### config.mk
export PLATFORM = sky130hd
export DESIGN_NAME = screen_buffer_ctrl
export DESIGN_NICKNAME = d
export VERILOG_FILES = /design/src/rtl/screen_buffer_ctrl.sv
export SDC_FILE = /design/constraint.sdc
export NUM_CORES = 2
export LEC_CHECK = 0
export BUFFER_PORTS_ARGS = -buffer_cell sky130_fd_sc_hd__buf_4
export CAP_MARGIN = 20
export CELL_PAD_IN_SITES_DETAIL_PLACEMENT = 1
export CELL_PAD_IN_SITES_GLOBAL_PLACEMENT = 1
export CORE_UTILIZATION = 45
export DETAILED_ROUTE_END_ITERATION = 6
export PLACE_DENSITY_LB_ADDON = 0.1
export SLEW_MARGIN = 10
export SYNTH_ARGS = -nofsm -noshare
export SYNTH_HDL_FRONTEND = slang
export SYNTH_SLANG_ARGS = --single-unit
### constraint.sdc
create_clock -name I_clk -period 8.3 [get_ports I_clk]
set_input_delay 1.66 -clock I_clk [delete_from_list [all_inputs] [get_ports I_clk]]
set_output_delay 1.66 -clock I_clk [all_outputs]
set_load 0.02 [all_outputs]
### src/rtl/screen_buffer_ctrl.sv
// 32x32 display store: the CPU edits a back buffer, the video path reads a front buffer one row at a time.
// PUSH copies back to front one row per cycle once vblank is seen; video reads always win the front port and stall the copy.
module screen_buffer_ctrl #(
    parameter int ROWS   = 32,
    parameter int COLS   = 32,
    parameter int FCNT_W = 8
) (
    input  logic              I_clk,
    input  logic              I_rst_n,
    input  logic              I_cmd_valid,
    output logic              O_cmd_ready,
    input  logic [2:0]        I_cmd_op,
    input  logic [4:0]        I_x,
    input  logic [4:0]        I_y,
    output logic              O_load_valid,
    output logic              O_load_data,
    input  logic              I_vblank,
    input  logic              I_vid_req,
    input  logic [4:0]        I_vid_row,
    output logic              O_vid_valid,
    output logic [COLS-1:0]   O_vid_data,
    output logic              O_busy,
    output logic [FCNT_W-1:0] O_frame_cnt
);

    typedef enum logic [1:0] {IDLE, WAIT_VB, PUSH, CLEAR} state_t;

    localparam logic [2:0] OP_SET   = 3'd1;
    localparam logic [2:0] OP_CLR   = 3'd2;
    localparam logic [2:0] OP_LOAD  = 3'd3;
    localparam logic [2:0] OP_PUSH  = 3'd4;
    localparam logic [2:0] OP_CLEAR = 3'd5;
    localparam logic [4:0] LAST_ROW = 5'(ROWS - 1);

    state_t          state;
    state_t          state_nxt;
    logic [4:0]      cnt;
    logic [COLS-1:0] back  [ROWS];
    logic [COLS-1:0] front [ROWS];
    logic            accept;
    logic            copy_en;
    logic            last_row;

    always_ff @(posedge I_clk or negedge I_rst_n) begin
        if (!I_rst_n) begin
            state <= IDLE;
        end else begin
            state <= state_nxt;
        end
    end

    always_comb begin
        state_nxt = state;
        accept    = I_cmd_valid && (state == IDLE);
        copy_en   = (state == PUSH) && !I_vid_req;
        last_row  = (cnt == LAST_ROW);
        case (state)
            IDLE: begin
                if (accept && (I_cmd_op == OP_PUSH)) begin
                    state_nxt = WAIT_VB;
                end else if (accept && (I_cmd_op == OP_CLEAR)) begin
                    state_nxt = CLEAR;
                end
            end
            WAIT_VB: begin
                if (I_vblank) begin
                    state_nxt = PUSH;
                end
            end
            PUSH: begin
                // vblank is only sampled on entry; a started copy always runs to the last row
                if (copy_en && last_row) begin
                    state_nxt = IDLE;
                end
            end
            CLEAR: begin
                if (last_row) begin
                    state_nxt = IDLE;
                end
            end
            default: state_nxt = IDLE;
        endcase
    end

    assign O_cmd_ready = (state == IDLE);
    assign O_busy      = (state != IDLE);

    always_ff @(posedge I_clk or negedge I_rst_n) begin
        if (!I_rst_n) begin
            cnt         <= '0;
            O_frame_cnt <= '0;
        end else begin
            if ((accept && (I_cmd_op == OP_CLEAR)) || ((state == WAIT_VB) && I_vblank)) begin
                cnt <= '0;
            end else if (copy_en || (state == CLEAR)) begin
                cnt <= cnt + 5'd1;
            end
            if (copy_en && last_row) begin
                O_frame_cnt <= O_frame_cnt + 1'b1;
            end
        end
    end

    always_ff @(posedge I_clk or negedge I_rst_n) begin
        if (!I_rst_n) begin
            for (int r = 0; r < ROWS; r++) begin
                back[r]  <= '0;
                front[r] <= '0;
            end
        end else begin
            if (accept) begin
                case (I_cmd_op)
                    OP_SET:  back[I_y][I_x] <= 1'b1;
                    OP_CLR:  back[I_y][I_x] <= 1'b0;
                    default: ;
                endcase
            end
            if (state == CLEAR) begin
                back[cnt] <= '0;
            end
            if (copy_en) begin
                front[cnt] <= back[cnt];
            end
        end
    end

    // Reads sample the registered arrays, so a same-cycle copy of the read row returns the old contents
    always_ff @(posedge I_clk or negedge I_rst_n) begin
        if (!I_rst_n) begin
            O_load_valid <= 1'b0;
            O_load_data  <= 1'b0;
            O_vid_valid  <= 1'b0;
            O_vid_data   <= '0;
        end else begin
            O_load_valid <= accept && (I_cmd_op == OP_LOAD);
            if (accept && (I_cmd_op == OP_LOAD)) begin
                O_load_data <= back[I_y][I_x];
            end
            O_vid_valid <= I_vid_req;
            if (I_vid_req) begin
                O_vid_data <= front[I_vid_row];
            end
        end
    end

endmodule

==> flow_metrics.env <==
export IMPL_drtIter0Drc=10667
export IMPL_netlist_area_leader_share_pct=50.4
export IMPL_min_path_cells=2
export IMPL_cts_clk_slew_worst_paths_ns=0.07
export IMPL_areaGrowthSynthToFinish_pct=11.0
export IMPL_rrSetupSlack_ns=3.68
export IMPL_wl_met3_um=47600
export IMPL_hold_violations=0
export IMPL_cp_end_kind="flip-flop"
export IMPL_die_w_um=483
export IMPL_rsz0062_at_grt="false"
export IMPL_clock_sinks=2098
export IMPL_postRouteAntennaNets=0
export IMPL_overflow=0
export IMPL_ys_ff_latch=2098
export IMPL_critPathKind="in2reg"
export IMPL_period_minus_slack_ns=5.08
export IMPL_initial_core_util_pct=45.3
export IMPL_htree_num_levels=4
export IMPL_slew_headroom_pct=15.3
export IMPL_wl_um=476000
export IMPL_synth_top_area_cell="dfrtp_1"
export IMPL_grt_pass1_wl_um=687000
export IMPL_final_cell_mix="dfrtp_1, nand2_1, o21ai_0"
export IMPL_irDropWorstVdd_v=0.000215
export IMPL_hold_path_startpoint="front[352]"
export IMPL_cts_tree="yes"
export IMPL_synth_edff_count=0
export IMPL_synth_cell_types=67
export IMPL_grt_max_degree=181
export IMPL_crit_fanout=71
export IMPL_wl_met1_um=178000
export IMPL_powerDensity_mw_per_mm2=208
export IMPL_worstMarginPinSlew_ns=1.27
export IMPL_crit_required_ns=9.09
export IMPL_drc_errors=0
export IMPL_ys_flop_type="dfrtp_1"
export IMPL_post_cts_resized=0
export IMPL_clock_path_buffers=3
export IMPL_yosysSeqAreaShare_pct=50.4
export IMPL_drt_first_pass_iters=6
export IMPL_slew_violations=0
export IMPL_yosys_top_cells_area="dfrtp_1, mux4_2, o21ai_0"
export IMPL_crit_path_max_incr_delay_ns=1.21
export IMPL_critical_path_slowest_cell="nor2_2"
export IMPL_synthCells=9968
export IMPL_grt_pass1_vias=92200
export IMPL_timing_rr_end="front[115]"
export IMPL_wl_met2_um=211000
export IMPL_cts_setup_buffers=0
export IMPL_ctsHoldBuffers=0
export IMPL_clock_latency_ns=0.93
export IMPL_holdPathEnd="front[352]"
export IMPL_start_kind="input pin"
export IMPL_skew_ns=0.0499
export IMPL_hold_path_class="reg2reg"
export IMPL_reg2reg_depth=8
export IMPL_leakagePower_nw=47.4
export IMPL_coreArea_mm2=0.230
export IMPL_synth_net_count=9997
export IMPL_syn_area_mm2=0.104
export IMPL_wl_per_cell_um=37.3
export IMPL_max_freq_mhz=197
export IMPL_vias=89039
export IMPL_arrival_ns=5.87
export IMPL_rows=176
export IMPL_routabilityCongestion=0.979
export IMPL_die_y_um=483
export IMPL_cts_root_buf="clkbuf_16"
export IMPL_total_power_mw=24.1
export IMPL_antenna_found_initial=33
export IMPL_die_area_mm2=0.234
export IMPL_r2r_start="cnt[0]"
export IMPL_numCtsBuffers=232
export IMPL_setup_viol=0
export IMPL_cap_violations=0
export IMPL_critical_path_cell_chain="buf_6, buf_12, nor2b_1, nand3_1, nor2_2, a21oi_1, a211oi_1"
export IMPL_viasPerCell=6.98
export IMPL_ios=68
export IMPL_outcome="finished, final reports clean"
export IMPL_numPortBuffers=67
export IMPL_top_layer="met5"
export IMPL_finalCritPeriodShare_pct=61.2
export IMPL_drive_gt1_share_pct=16.6
export IMPL_final_common_cell="dfrtp_1"
export IMPL_track_usage_pct=40.8
export IMPL_fin_tns_setup_ns=0
export IMPL_nets=9564
export IMPL_ys_warn_count=0
export IMPL_async_flop_share_pct=100
export IMPL_avgSynthCellArea_um2=10.5
export IMPL_dpl_hpwl_um=280000
[cell type report]
class	count	area (um2)
inverters	8	30.0
repair buffers	364	3400
clock buffers	342	6810
diodes	22	55.1
multi-input cells	6831	48300
flip-flops and latches	2098	52500
fillers	24387	114000
clock inverters	71	848
well taps	3026	3790
[metrics by stage]
stage	cell area [um2]	cells	hold WS (ns)	worst slack, ns	util [%]
after floorplan	104000	9968	0.445	4.31	-
after global placement	107000	12291	0.456	2.56	46.7
after detailed placement	108000	12306	0.465	2.49	46.8
after CTS	115000	12719	0.478	3.44	50.1
after global routing	116000	12743	0.489	3.35	50.3
final	116000	12762	0.476	3.22	50.3
[where the power goes]
group          switching (mW)  leakage, nW  internal [mW]  total [mW]
logic                    2.29         14.3          0.819        3.11
clock network            4.59         3.78           5.98        10.6
registers               0.140         29.3           10.3        10.4
[synth_stat cells, types with 15 or more instances]
cell type  number
dfrtp_1      2098
nand2_1      1831
o21ai_0      1702
a21oi_1      1101
clkbuf_1      813
mux4_2        705
a211oi_1      337
mux2i_1       310
nor2_1        301
buf_2         130
o22ai_1       102
a22oi_1        83
buf_1          47
and3_1         39
nand3_1        37
a221oi_1       34
a22o_1         33
nor3_1         32
buf_4          24
nor4_1         17
nand4_1        15
[worst max-delay path: cells and delay by family]
kind	cells	cell delay (ns)
AOI/OAI and AO/OA	2	0.46
buffers and inverters	2	0.96
and+or+nand+nor	3	2.67
[cells by family (layout without fill, tap and decap cells)]
group	after synthesis	after routing	share of synthesized area, %
XOR/XNOR	10	10	0.0840
AND/OR/NAND/NOR	2354	2354	9.04
other	0	22	0
adder cells (fa/ha/maj)	6	6	0.0720
AO/OA/AOI/OAI	3434	3434	18.0
buffers and inverters	1039	785	4.13
multiplexers	1027	1027	18.3
flip-flops	2098	2098	50.4
[routing by layer]
metal / track usage (%) / up-vias
met4: 28.5 / 22
met1: 51.6 / 46340
li1: - / 35275
met3: 10.8 / 1936
met2: 61.3 / 5466
met5: 0 / -
[registers in the layout (all words and copies together), names as in the netlist]
signal,cells
cnt,5
O_vid_valid,1
state,2
O_frame_cnt,8
back,1024
O_load_data,1
front,1024
O_vid_data,32
O_load_valid,1
[worst max path at each step]
stage	from	to	slack [ns]	cells past startpoint
finish	I_y[1]	back[307]	3.22	7
global route	I_y[1]	back[310]	3.35	7
CTS	I_y[4]	back[307]	3.44	6
detailed placement	I_y[4]	back[307]	2.49	6
global placement	I_y[1]	back[294]	2.56	7
floorplan	I_y[0]	O_load_data	4.31	11
(Power assumes the default switching activity.)
